$ cat src/rtl/wght_acc_seq_if.sv
// Handshake bundle between the BPTT controller, the weight-gradient
// sequencer and the shared accumulator controls.
interface wght_acc_seq_if #(
  parameter int TW = 8
);
  logic          i_start;
  logic [TW-1:0] i_n_step;
  logic          i_valid;
  logic          i_abort;
  logic          o_busy;
  logic          o_acc_clr;
  logic          o_acc_en;
  logic [TW-1:0] o_t_idx;
  logic          o_last;
  logic          o_upd;
  logic          o_done;

  modport master (
    output i_start, i_n_step, i_valid, i_abort,
    input  o_busy, o_acc_clr, o_acc_en, o_t_idx, o_last, o_upd, o_done
  );

  modport slave (
    input  i_start, i_n_step, i_valid, i_abort,
    output o_busy, o_acc_clr, o_acc_en, o_t_idx, o_last, o_upd, o_done
  );
endinterface

$ cat src/rtl/wght_acc_seq.sv
// Weight-gradient accumulation sequencer: clear, walk timesteps last-to-first,
// then strobe the weight update and signal completion.
//
// state  | meaning
// IDLE   | waiting for a pass request
// CLEAR  | clearing accumulators, loading first timestep index
// ACCUM  | accumulating one timestep per valid operand beat
// UPDATE | gradients final, weight update strobe
// DONE   | pass-complete pulse
module wght_acc_seq #(
  parameter int TW = 8
) (
  input  logic          clk,
  input  logic          rst,
  wght_acc_seq_if.slave bus
);

  typedef enum logic [2:0] {
    IDLE   = 3'd0,
    CLEAR  = 3'd1,
    ACCUM  = 3'd2,
    UPDATE = 3'd3,
    DONE   = 3'd4
  } state_t;

  state_t        state_q;
  logic [TW-1:0] t_idx_q;
  logic [TW-1:0] n_step_q;

  always_ff @(posedge clk or posedge rst) begin
    if (rst) begin
      state_q  <= IDLE;
      t_idx_q  <= '0;
      n_step_q <= '0;
    end else begin
      case (state_q)
        IDLE: begin
          if (bus.i_start) begin
            if (bus.i_n_step != '0) begin
              n_step_q <= bus.i_n_step;
              state_q  <= CLEAR;
            end else begin
              state_q  <= DONE;
            end
          end
        end
        CLEAR: begin
          if (bus.i_abort) begin
            t_idx_q <= '0;
            state_q <= IDLE;
          end else begin
            t_idx_q <= n_step_q - TW'(1);
            state_q <= ACCUM;
          end
        end
        ACCUM: begin
          // Abort takes priority over an accepted operand beat.
          if (bus.i_abort) begin
            t_idx_q <= '0;
            state_q <= IDLE;
          end else if (bus.i_valid) begin
            if (t_idx_q != '0) begin
              t_idx_q <= t_idx_q - TW'(1);
            end else begin
              state_q <= UPDATE;
            end
          end
        end
        UPDATE: state_q <= DONE;
        DONE:   state_q <= IDLE;
        default: begin
          t_idx_q <= '0;
          state_q <= IDLE;
        end
      endcase
    end
  end

  // Abort in ACCUM re-asserts clear so partial sums never survive.
  assign bus.o_busy    = (state_q != IDLE);
  assign bus.o_acc_clr = (state_q == CLEAR) || ((state_q == ACCUM) && bus.i_abort);
  assign bus.o_acc_en  = (state_q == ACCUM) && bus.i_valid && !bus.i_abort;
  assign bus.o_t_idx   = t_idx_q;
  assign bus.o_last    = (state_q == ACCUM) && (t_idx_q == '0);
  assign bus.o_upd     = (state_q == UPDATE);
  assign bus.o_done    = (state_q == DONE);

endmodule

$ cat src/flat_wrapper.sv
// flat-port wrapper written by rule: the top's interface ports become plain ports
module wght_acc_seq_flat 
#(
  parameter int TW = 8
)
  (clk, rst, bus_i_start, bus_i_n_step, bus_i_valid, bus_i_abort, bus_o_busy, bus_o_acc_clr, bus_o_acc_en, bus_o_t_idx, bus_o_last, bus_o_upd, bus_o_done);
  wght_acc_seq_if #(.TW(TW)) bus_i ();
  input  logic clk;
  input  logic rst;
  input wire logic [$bits(bus_i.i_start)-1:0] bus_i_start;
  input wire logic [$bits(bus_i.i_n_step)-1:0] bus_i_n_step;
  input wire logic [$bits(bus_i.i_valid)-1:0] bus_i_valid;
  input wire logic [$bits(bus_i.i_abort)-1:0] bus_i_abort;
  output wire logic [$bits(bus_i.o_busy)-1:0] bus_o_busy;
  output wire logic [$bits(bus_i.o_acc_clr)-1:0] bus_o_acc_clr;
  output wire logic [$bits(bus_i.o_acc_en)-1:0] bus_o_acc_en;
  output wire logic [$bits(bus_i.o_t_idx)-1:0] bus_o_t_idx;
  output wire logic [$bits(bus_i.o_last)-1:0] bus_o_last;
  output wire logic [$bits(bus_i.o_upd)-1:0] bus_o_upd;
  output wire logic [$bits(bus_i.o_done)-1:0] bus_o_done;
  assign bus_i.i_start = bus_i_start;
  assign bus_i.i_n_step = bus_i_n_step;
  assign bus_i.i_valid = bus_i_valid;
  assign bus_i.i_abort = bus_i_abort;
  assign bus_o_busy = bus_i.o_busy;
  assign bus_o_acc_clr = bus_i.o_acc_clr;
  assign bus_o_acc_en = bus_i.o_acc_en;
  assign bus_o_t_idx = bus_i.o_t_idx;
  assign bus_o_last = bus_i.o_last;
  assign bus_o_upd = bus_i.o_upd;
  assign bus_o_done = bus_i.o_done;
  wght_acc_seq #(.TW(TW)) u_core (.clk(clk), .rst(rst), .bus(bus_i));
endmodule
$ cat config.mk
export PLATFORM = sky130hd
export DESIGN_NAME = wght_acc_seq_flat
export DESIGN_NICKNAME = d
export VERILOG_FILES = /design/src/rtl/wght_acc_seq_if.sv /design/src/rtl/wght_acc_seq.sv /design/src/flat_wrapper.sv
export SDC_FILE = /design/constraint.sdc
export NUM_CORES = 1
export LEC_CHECK = 0
export BUFFER_PORTS_ARGS = -buffer_cell sky130_fd_sc_hd__buf_2
export CORE_ASPECT_RATIO = 1.2
export CORE_MARGIN = 2
export CORE_UTILIZATION = 40
export DETAILED_ROUTE_END_ITERATION = 12
export GPL_TIMING_DRIVEN = 0
export HOLD_SLACK_MARGIN = 0.15
export PLACE_DENSITY = 0.74
export SYNTH_ARGS = -nofsm -noshare
export SYNTH_HDL_FRONTEND = slang
export SYNTH_SLANG_ARGS = --single-unit
$ cat constraint.sdc
create_clock -name clk -period 3.7 [get_ports clk]
set_input_delay 0.74 -clock clk [delete_from_list [all_inputs] [get_ports clk]]
set_output_delay 0.74 -clock clk [all_outputs]
set_load 0.02 [all_outputs]
## Yosys cells after proc, flatten, opt, wreduce, memory -nomap -nowiden

Index checks and enable logic that the tools add are counted.

| word-level totals | value |
|---|---|
| output and inout bits | 14 |
| word-level logic and storage cells | 41 |
| flip-flop bits (word level) | 19 |
| input port bits | 13 |

| cells by class | value |
|---|---|
| $add $sub $neg | 2 |
| multiplexer cells | 12 |
| equality and inequality tests | 8 |
| bitwise logic cells | 1 |
| reduce and logical (&&, ||, !) cells | 15 |

Operators by type and width:

| operator | number |
|---|---|
| 8-bit 2-to-1 mux | 4 |
| 8-bit case mux with 3 select lines | 1 |
| 8-bit nonzero test | 2 |
| 8-bit by 1-bit subtractor with 8-bit output, second input constant | 2 |
| 3-bit 2-to-1 mux | 5 |
| 3-bit case mux with 4 select lines | 1 |
| 3-bit AND reduction | 3 |
| 8-bit logical NOT | 1 |
| 3-bit by 2-bit equality test with 1-bit output, second input constant | 2 |
| 3-bit inequality test, second input constant | 2 |
| 1-bit logical AND | 4 |
| 3-bit by 1-bit equality test with 1-bit output, second input constant | 1 |
| 3-bit equality test, second input constant | 1 |
| 3-bit logical NOT | 1 |
| 3-bit by 2-bit inequality test with 1-bit output, second input constant | 1 |
| 3-bit nonzero test | 1 |
| 3-bit OR reduction | 1 |
| 2-bit 2-to-1 mux | 1 |
| 2-bit inequality test, second input constant | 1 |
| 1-bit logical NOT | 1 |
| 1-bit logical OR | 1 |
| 1-bit NOT | 1 |

## Depth between registers and ports, before layout

Gate-level depths: netlist of run 1.

| logic depth | value |
|---|---|
| depth after elaboration | 5 |
| mapped depth | 7 |
| depth with buffers taken out | 6 |

## Worst setup path after synthesis of run 1

No wires, ideal clock.

| path | value |
|---|---|
| path kind | register to output |
| start | register u_core.t_idx_q[2] (netlist: u_core.bus.o_t_idx[2]) |
| end | output bus_o_last |
| data required time | 2.960 ns |
| arrival time | 1.340 ns |
| buffers on the path | 0 |
| stages on the path, launching flop included | 4 |
| setup slack | 1.620 ns |
| cell sequence | dfrtp_1 -> nor4_2 -> and3_1 -> and3b_1 |

| between the ends | value |
|---|---|
| cells in the longest elaborated chain, start to end | 2 |

RTL lines:

| element | RTL line | text |
|---|---|---|
| start: declaration | wght_acc_seq.sv:27 | `logic [TW-1:0] t_idx_q;` |
| start signal: assignment | wght_acc_seq.sv:52 | `t_idx_q <= n_step_q - TW'(1);` |
| start signal: assignment | wght_acc_seq.sv:63 | `t_idx_q <= t_idx_q - TW'(1);` |
| 8-bit logical NOT | wght_acc_seq.sv:84 | `assign bus.o_last = (state_q == ACCUM) && (t_idx_q == '0);` |
| 1-bit logical AND | wght_acc_seq.sv:84 |  |
| end: declaration | flat_wrapper.sv:18 | `output wire logic [$bits(bus_i.o_last)-1:0] bus_o_last;` |

No other way between the ends.

## Final worst setup path of run 1

Same ends and word-level chain as after synthesis.

==> results of run 1 <==
[layout make-up]
| class | count | area (um^2) | share of cell area (%) |
|---|---|---|---|
| multi-input combinational | 95 | 691 | 49.5 |
| sequential | 19 | 475 | 34.1 |
| timing repair buffer | 26 | 130 | 9.32 |
| tap | 34 | 42.5 | 3.05 |
| clock buffer | 4 | 26.3 | 1.88 |
| inverter | 5 | 18.8 | 1.34 |
| buffer | 2 | 12.5 | 0.896 |
[synth_stat cells, types with 3 or more instances]
cell | number | area [um^2]
nor3_1 | 6 | 30.0
inv_1 | 5 | 18.8
mux2_1 | 8 | 90.1
o22ai_1 | 4 | 25.0
ha_1 | 3 | 37.5
a21oi_1 | 6 | 30.0
o21ai_0 | 6 | 30.0
xnor2_1 | 3 | 26.3
nand2_1 | 7 | 26.3
o21ai_1 | 4 | 20.0
nor2_1 | 10 | 37.5
xor2_1 | 3 | 26.3
dfrtp_1 | 19 | 475
[power breakdown]
group          switching, mW  total (mW)  internal, mW
combinational          0.408       0.718         0.310
sequential             0.125       0.421         0.296
clock                 0.0638       0.106        0.0419
[flip-flops by register name, indices dropped and copies added, names as in the netlist]
name / cells
u_core.bus.o_t_idx: 8
u_core.n_step_q: 8
u_core.state_q: 3
[how the worst max path moves through the flow]
stage | startpoint | endpoint | slack, ns | cells after the start
finish | u_core.bus.o_t_idx[2]$_DFFE_PP0P_ | bus_o_last | 1.16 | 4
global route | u_core.bus.o_t_idx[2]$_DFFE_PP0P_ | bus_o_last | 1.04 | 4
CTS | u_core.bus.o_t_idx[2]$_DFFE_PP0P_ | bus_o_last | 1.15 | 4
detailed placement | bus_i_abort | bus_o_acc_en | 1.36 | 4
global placement | bus_i_abort | bus_o_acc_en | 1.35 | 4
floorplan | u_core.bus.o_t_idx[2]$_DFFE_PP0P_ | bus_o_last | 1.62 | 3
[cell families after synthesis]
logic type	share of synthesized area [%]
xor+xnor	4.39
mux	7.52
fa+ha+maj	3.14
simple gates	25.4
compound gates	17.2
buf+inv	2.61
flops	39.7
[metal layers]
| layer | track usage (%) | up-vias |
|---|---|---|
| met1 | 22.5 | 502 |
| met2 | 27.1 | 32 |
| met3 | 3.27 | 5 |
| li1 | - | 514 |
| met4 | 7.69 | 0 |
| met5 | 0 | - |
[through the flow]
step           instance area (um^2)  setup slack, ns  hold WS [ns]  instances
2_1_floorplan                  1200             1.62         0.485        121
3_3_place_gp                   1370             1.35         0.510        181
3_5_place_dp                   1370             1.36         0.520        181
4_1_cts                        1400             1.15         0.547        185
5_1_grt                        1400             1.04         0.587        185
6_report                       1400             1.16         0.538        185
==> impl_metrics.csv, run 1 <==
group,metric,value,unit
outcome,status,"complete, no violations",
placed_design,io_buffer_count,26,
logic_synthesis,synth_cell_types,40,
logic_synthesis,async_reset_ff_share,100,%
grt,grt_pass1_vias,1017,
timing,slew_headroom,52.9,%
worst_setup_path,cp.required,2.96,ns
layout,nFillCells,260,
worst_setup_path,cpPeakStageDelay,0.48,ns
timing,fin_crit,2.54,ns
floorplan,die_y,63.9,um
clock_network,cts-root-buf,"clkbuf_4",
logic_synthesis,syn_avg_cell_area,9.90,um^2
detailed_routing,wl_met1,1060,um
floorplan,die-area,3450,um^2
worst_setup_path,cp_num_buf_inv,1,
grt,grt_pass1_wl,4490,um
pwr,power,1.25,mW
detailed_routing,routed-via-count,1053,
grt,grtUsageTotal,17.3,%
worst_setup_path,r2r_start,"u_core.bus.o_t_idx[2]$_DFFE_PP0P_",
pwr,power_leakage,0.627,nW
detailed_routing,drt-pass1-iter-count,4,
worst_setup_path,cp_data_arrival_time,1.80,ns
floorplan,ios,27,
floorplan,fp.dieW,53.9,um
clock_network,cts_buffers,3,
timing,rsz0062_at_grt,"false",
layout,syn2layout_area_growth,16.6,%
pwr,irDropWorstVdd,0.395,mV
worst_setup_path,cp-start-kind,"flop",
floorplan,fp-row-count,21,
timing,fin_crit_sh,68.8,%
timing,fin_tns_setup,0,ns
timing,report.final.hold_viol_count,0,
floorplan,core-area,2810,um^2
grt,grt_max_degree,20,
detailed_routing,ant_nets,0,
worst_setup_path,critPathCaptureType,"output pin",
timing,setup-violations-final,0,
clock_network,htree_levels,1,
hold_path,hp-class,"input port to async pin",
worst_setup_path,reg2reg_depth,5,
detailed_routing,highest_layer,"met4",
clock_network,postCtsSetupRepairBufs,0,
worst_setup_path,critPathSlowestCell,"dfrtp_1",
run,max_cap_violations,0,
clock_network,cts_tree,"yes",
worst_setup_path,path_class,"flop to output pin",
grt,antenna_found_initial,0,
placed_design,place_hpwl,2020,um
layout,final_core_util,49.7,%
floorplan,start_util,42.6,%
clock_network,cts_buffer_depth,2,
layout,fin_nets,168,
layout,mostFrequentLayoutCell,"buf_2",
logic_synthesis,syn_nets,137,
pwr,powerDensity,892,nW/um^2
clock_network,postCtsHoldBufs,0,
clock_network,clk_latency,0.29,ns
clock_network,cts_sinks,19,
detailed_routing,drt-total-wl,2560,um
layout,drive_gt1_share,25.2,%
timing,skew,0.00114,ns
worst_setup_path,critical_path.top_delay_family,"simple AND/OR/NAND/NOR gates",
layout,final_cell_mix,"buf_2 (27), dfrtp_1 (19), nor2_1 (10), mux2_1 (8), nand2_1 (7)",
detailed_routing,dr_wl_met3,120,um
detailed_routing,drt-initial-drc-count,23,
grt,overflow,0,
detailed_routing,wl_per_cell,13.9,um
logic_synthesis,synth_area,1200,um^2
detailed_routing,wl_met2,1340,um
worst_setup_path,crit_chain,"nor4_2 -> and3_1 -> and3b_1 -> buf_2",
timing,tightest_slew,0.706,ns
logic_synthesis,ys_ff_latch,19,
logic_synthesis,synth-main-ff-cell,"dfrtp_1",
worst_setup_path,reg2reg_slack,1.83,ns
timing,fmax,393,MHz
logic_synthesis,synth-edff-count,0,
worst_setup_path,r2r_end,"u_core.bus.o_t_idx[2]$_DFFE_PP0P_",
placed_design,gp_congestion,0.903,
logic_synthesis,syn_inst,121,
logic_synthesis,yosysSeqAreaShare,39.7,%
clock_network,postCtsResizedCells,0,
layout,n_antenna_cell,0,
detailed_routing,vias_per_cell,5.69,
worst_setup_path,path_max_fanout,8,
detailed_routing,drc_errors,0,
timing,drv_slew,0,
logic_synthesis,yosysWarningCount,0,
clock_network,path_clk_slew,0.11,ns
Note: power is estimated with default switching activity, not from simulation.
==> run 2, diff against run 1 <==
- PLACE_DENSITY: 0.74 -> 0.76
- clock period: 3.7 -> 2.2 ns (I/O delays scaled with it)
==> run 2 against run 1 <==
Clock power grew 67%. Clock-buffer cell count unchanged. Cell count unchanged. Global-route usage shrank 0.30 points. Die area stayed put. First-iteration DRC count stayed put. Critical endpoint unchanged. Highest routed layer unchanged. Hold slack lost 0.30 ns.
==> impl_metrics.csv, run 2 (synthesis gave the netlist of run 1 again) <==
group,metric,value,unit
outcome,status,"complete, no violations",
layout,drive_gt1_share,27.2,%
timing,fmax,475,MHz
hold_path,hp-class,"input port to async pin",
clock_network,path_clk_slew,0.11,ns
worst_setup_path,path_max_fanout,6,
floorplan,fp.dieW,53.9,um
grt,grt_pass1_wl,4350,um
worst_setup_path,critPathCaptureType,"output pin",
timing,setup-violations-final,0,
layout,syn2layout_area_growth,18.0,%
clock_network,htree_levels,1,
detailed_routing,drt-pass1-iter-count,4,
floorplan,die-area,3450,um^2
timing,drv_slew,0,
worst_setup_path,cp-start-kind,"flop",
floorplan,ios,27,
detailed_routing,vias_per_cell,5.56,
worst_setup_path,cp_data_arrival_time,1.66,ns
floorplan,fp-row-count,21,
clock_network,cts_sinks,19,
placed_design,place_hpwl,2070,um
detailed_routing,wl_per_cell,14.0,um
timing,fin_tns_setup,0,ns
layout,n_antenna_cell,0,
layout,final_cell_mix,"buf_2 (27), dfrtp_1 (17), nor2_1 (10), mux2_1 (8), nand2_1 (7)",
timing,report.final.hold_viol_count,0,
floorplan,core-area,2810,um^2
pwr,power,2.14,mW
timing,fin_crit_sh,95.7,%
worst_setup_path,reg2reg_slack,0.40,ns
placed_design,gp_congestion,0.901,
detailed_routing,drt-initial-drc-count,23,
placed_design,placed_area,1370,um^2
timing,tightest_slew,0.710,ns
layout,mostFrequentLayoutCell,"buf_2",
timing,fin_crit,2.10,ns
worst_setup_path,r2r_end,"u_core.bus.o_t_idx[4]$_DFFE_PP0P_",
clock_network,cts_buffer_depth,2,
pwr,power_leakage,0.629,nW
clock_network,cts-root-buf,"clkbuf_4",
worst_setup_path,r2r_start,"u_core.bus.o_t_idx[0]$_DFFE_PP0P_",
worst_setup_path,cp.required,1.76,ns
placed_design,io_buffer_count,26,
clock_network,cts_tree,"yes",
grt,overflow,0,
worst_setup_path,reg2reg_depth,7,
run,max_cap_violations,0,
grt,grt_max_degree,20,
detailed_routing,drc_errors,0,
floorplan,start_util,42.6,%
grt,grt_pass1_vias,1006,
worst_setup_path,path_class,"flop to output pin",
clock_network,cts_buffers,3,
grt,grtUsageTotal,17.0,%
clock_network,postCtsSetupRepairBufs,0,
pwr,powerDensity,1520,nW/um^2
pwr,irDropWorstVdd,0.640,mV
grt,antenna_found_initial,0,
layout,fin_nets,168,
clock_network,clk_latency,0.30,ns
detailed_routing,ant_nets,0,
timing,skew,0.00361,ns
timing,rsz0062_at_grt,"false",
detailed_routing,routed-via-count,1029,
detailed_routing,drt-total-wl,2600,um
floorplan,die_y,63.9,um
layout,fin_area,1410,um^2
timing,slew_headroom,52.6,%
[run 2: worst max-delay path by stage]
stage	slack, ns	cells after the start	from	to
3_5_place_dp	0.22	6	bus_i_n_step[7]	u_core.n_step_q[2]$_DFFE_PP0P_
3_3_place_gp	0.25	6	bus_i_n_step[7]	u_core.n_step_q[0]$_DFFE_PP0P_
2_1_floorplan	0.42	3	u_core.bus.o_t_idx[2]$_DFFE_PP0P_	bus_o_last
6_report	0.1	4	u_core.bus.o_t_idx[3]$_DFFE_PP0P_	bus_o_last
5_1_grt	0.01	4	u_core.bus.o_t_idx[5]$_DFFE_PP0P_	bus_o_last
4_1_cts	0.01	4	u_core.bus.o_t_idx[2]$_DFFE_PP0P_	bus_o_last
[run 2: timing repair]
action                                  CTS  global route
endpoints found under the setup margin    1             1
gates resized for setup                   1             3
hold buffers                              0             0
pin swaps                                 0             1
[run 2: power breakdown]
part           total [mW]  switching [mW]  internal [mW]
registers           0.728           0.227          0.501
clock network       0.177           0.107         0.0706
logic                1.24           0.677          0.561
[run 2: metal layers]
layer  track usage [%]  routed length (um)
met3              2.80                  98
met1              20.7                1070
met5                 0                   0
met2              28.0                1360
met4              8.01                  59
[run 2: critical path: stages, from the launching register on]
cell and delay [ns]:
dfrtp_2 0.47, nor4_4 0.34, and3_4 0.25, and3b_1 0.15
buf_2 0.15
[run 2: final cells by class]
type / count / area, um^2
Tap cell: 34 / 42.5
Fill cell: 254 / 1400
Buffer: 2 / 12.5
Clock buffer: 4 / 26.3
Multi-Input combinational cell: 95 / 704
Timing Repair Buffer: 26 / 130
Sequential cell: 19 / 478
Inverter: 5 / 18.8
[run 2: stage by stage]
step                utilization, %  cells  setup slack, ns  hold WS, ns
floorplan                        -    121            0.420        0.391
global placement              48.7    181            0.253        0.510
detailed placement            48.7    181            0.222        0.511
CTS                           50.0    185           0.0107        0.263
global route                  50.2    185           0.0116        0.285
finish                        50.2    185           0.0955        0.235
==> run 3, diff against run 2 <==
- CORE_UTILIZATION: 40 -> 50
- MAX_ROUTING_LAYER: unset -> met4
- PLACE_DENSITY: 0.76 -> 0.87
- clock period: 2.2 -> 2.3 ns (I/O delays scaled with it)
==> run 3 against run 2 <==
Clock-buffer cell count down 1. Power down 5.8%. Critical endpoint unchanged. Core utilization up 11 points. Cell count down 1.6%. Critical path depth unchanged. Global-route usage up 3.0 points. Register-to-register slack better by 0.10 ns. Via count up 1.6%. Largest power group unchanged. Wire length down 5.5%. Sequential cell count unchanged.
==> impl_metrics.csv, run 3 (synthesis gave the netlist of run 1 again) <==
group,metric,value,unit
clock_network,cts-root-buf,"clkbuf_4",
clock_network,postCtsSetupRepairBufs,0,
placed_design,place_hpwl,1920,um
worst_setup_path,critPathCaptureType,"output pin",
placed_design,io_buffer_count,26,
timing,report.final.hold_viol_count,0,
worst_setup_path,cp_num_buf_inv,1,
placed_design,gp_congestion,0.973,
timing,skew,0.0176,ns
detailed_routing,ant_nets,0,
clock_network,cts_buffer_depth,2,
layout,n_antenna_cell,0,
layout,seqCellArea,477,um^2
timing,fin_crit,2.19,ns
clock_network,cts_tree,"yes",
detailed_routing,wl_per_cell,13.5,um
worst_setup_path,cp_data_arrival_time,1.73,ns
timing,rsz0062_at_grt,"false",
grt,grt_max_degree,20,
timing,drv_slew,0,
hold_path,hp-class,"input port to async pin",
floorplan,ios,27,
worst_setup_path,crit_chain,"nor4_4 -> and3_1 -> and3b_1 -> buf_2",
clock_network,postCtsHoldBufs,0,
clock_network,cts_buffers,3,
grt,grt_util_met1,23.5,%
run,max_cap_violations,0,
pwr,powerDensity,1440,nW/um^2
detailed_routing,drt-initial-drc-count,24,
grt,grtUsageMet3,2.62,%
worst_setup_path,cp.required,1.84,ns
timing,setup-violations-final,0,
timing,tightest_slew,0.709,ns
clock_network,postCtsResizedCells,0,
worst_setup_path,path_class,"flop to output pin",
pwr,irDropWorstVdd,0.784,mV
grt,grtUsageTotal,19.9,%
grt,top_usage_layer,"met2",
floorplan,fp-row-count,19,
timing,slew_headroom,52.7,%
worst_setup_path,critical_path.top_delay_family,"simple AND/OR/NAND/NOR gates",
worst_setup_path,critPathSlowestCell,"dfrtp_2",
worst_setup_path,cpPeakStageDelay,0.48,ns
detailed_routing,drc_errors,0,
detailed_routing,vias_per_cell,5.74,
floorplan,start_util,52.5,%
pwr,power,2.02,mW
grt,grt_pass1_wl,4290,um
grt,grt_util_met2,33.7,%
pwr,power_leakage,0.632,nW
layout,fin_nets,168,
layout,nFillCells,213,
floorplan,die_y,57.6,um
clock_network,clk_latency,0.30,ns
timing,fin_tns_setup,0,ns
layout,mostFrequentLayoutCell,"buf_2",
timing,fmax,456,MHz
floorplan,core-area,2280,um^2
floorplan,die-area,2800,um^2
clock_network,cts_sinks,19,
detailed_routing,drt-total-wl,2450,um
layout,syn2layout_area_growth,17.2,%
timing,fin_crit_sh,95.3,%
layout,drive_gt1_share,26.5,%
grt,grt_pass1_vias,989,
worst_setup_path,cp-start-kind,"flop",
floorplan,fp.dieW,48.7,um
detailed_routing,drt-pass1-iter-count,4,
grt,overflow,0,
outcome,status,"complete, no violations",
worst_setup_path,path_max_fanout,8,
clock_network,path_clk_slew,0.12,ns
grt,antenna_found_initial,0,
layout,final_cell_mix,"buf_2 (27), dfrtp_1 (18), nor2_1 (10), mux2_1 (8), nand2_1 (7)",
clock_network,htree_levels,1,
detailed_routing,routed-via-count,1045,
layout,multi_input_area,699,um^2
-- run 3: changes by cell type in the layout (fill, tap and decap cells not counted) --
cell	previous run	this run
clkinv_2	0	1
and3_4	1	0
dfrtp_2	2	1
dfrtp_1	17	18
and3_1	0	1
clkbuf_1	1	0
-- run 3: metal layers --
metal  vias up  wire (um)
li1        512          -
met1       490       1080
met2        34       1200
met3         9        108
met4         0         59
met5         -          0
-- run 3: path summary, 6_finish.rpt --
| kind | from | end | slack [ns] | cells past startpoint |
|---|---|---|---|---|
| max in group asynchronous | rst | u_core.bus.o_t_idx[2]$_DFFE_PP0P_ | 1.54 | 2 |
| max reg2reg | u_core.bus.o_t_idx[0]$_DFFE_PP0P_ | u_core.bus.o_t_idx[4]$_DFFE_PP0P_ | 0.50 | 7 |
| max | u_core.bus.o_t_idx[2]$_DFFE_PP0P_ | bus_o_last | 0.11 | 4 |
| min in group clk | bus_i_n_step[6] | u_core.n_step_q[6]$_DFFE_PP0P_ | 0.36 | 2 |
| min reg2reg | u_core.n_step_q[7]$_DFFE_PP0P_ | u_core.n_step_q[7]$_DFFE_PP0P_ | 0.56 | 1 |
| min | rst | u_core.n_step_q[4]$_DFFE_PP0P_ | 0.24 | 2 |
-- run 3: per-stage QoR --
stage                     area, um^2  util, %  instances  worst slack [ns]  hold slack (ns)
final                           1400     61.5        182             0.109            0.243
after detailed placement        1370     59.9        178             0.298            0.529
after global routing            1400     61.5        182            0.0373            0.300
after floorplan                 1200        -        121             0.500            0.411
after CTS                       1390     61.1        182            0.0342            0.273
after global placement          1370     59.9        178             0.345            0.508
-- run 3: where the power goes --
group          internal, mW  switching [mW]
sequential            0.478           0.212
clock                0.0648           0.106
combinational         0.512           0.646
-- run 3: area by class of cell --
class                   instances  share of cell area (%)
plain buffers                   2                   0.891
clock buffers                   3                    1.60
clock inverters                 1                   0.357
inverters                       5                    1.34
multi-input cells              95                    49.8
flip-flops and latches         19                    34.0
well taps                      31                    2.76
repair buffers                 26                    9.27
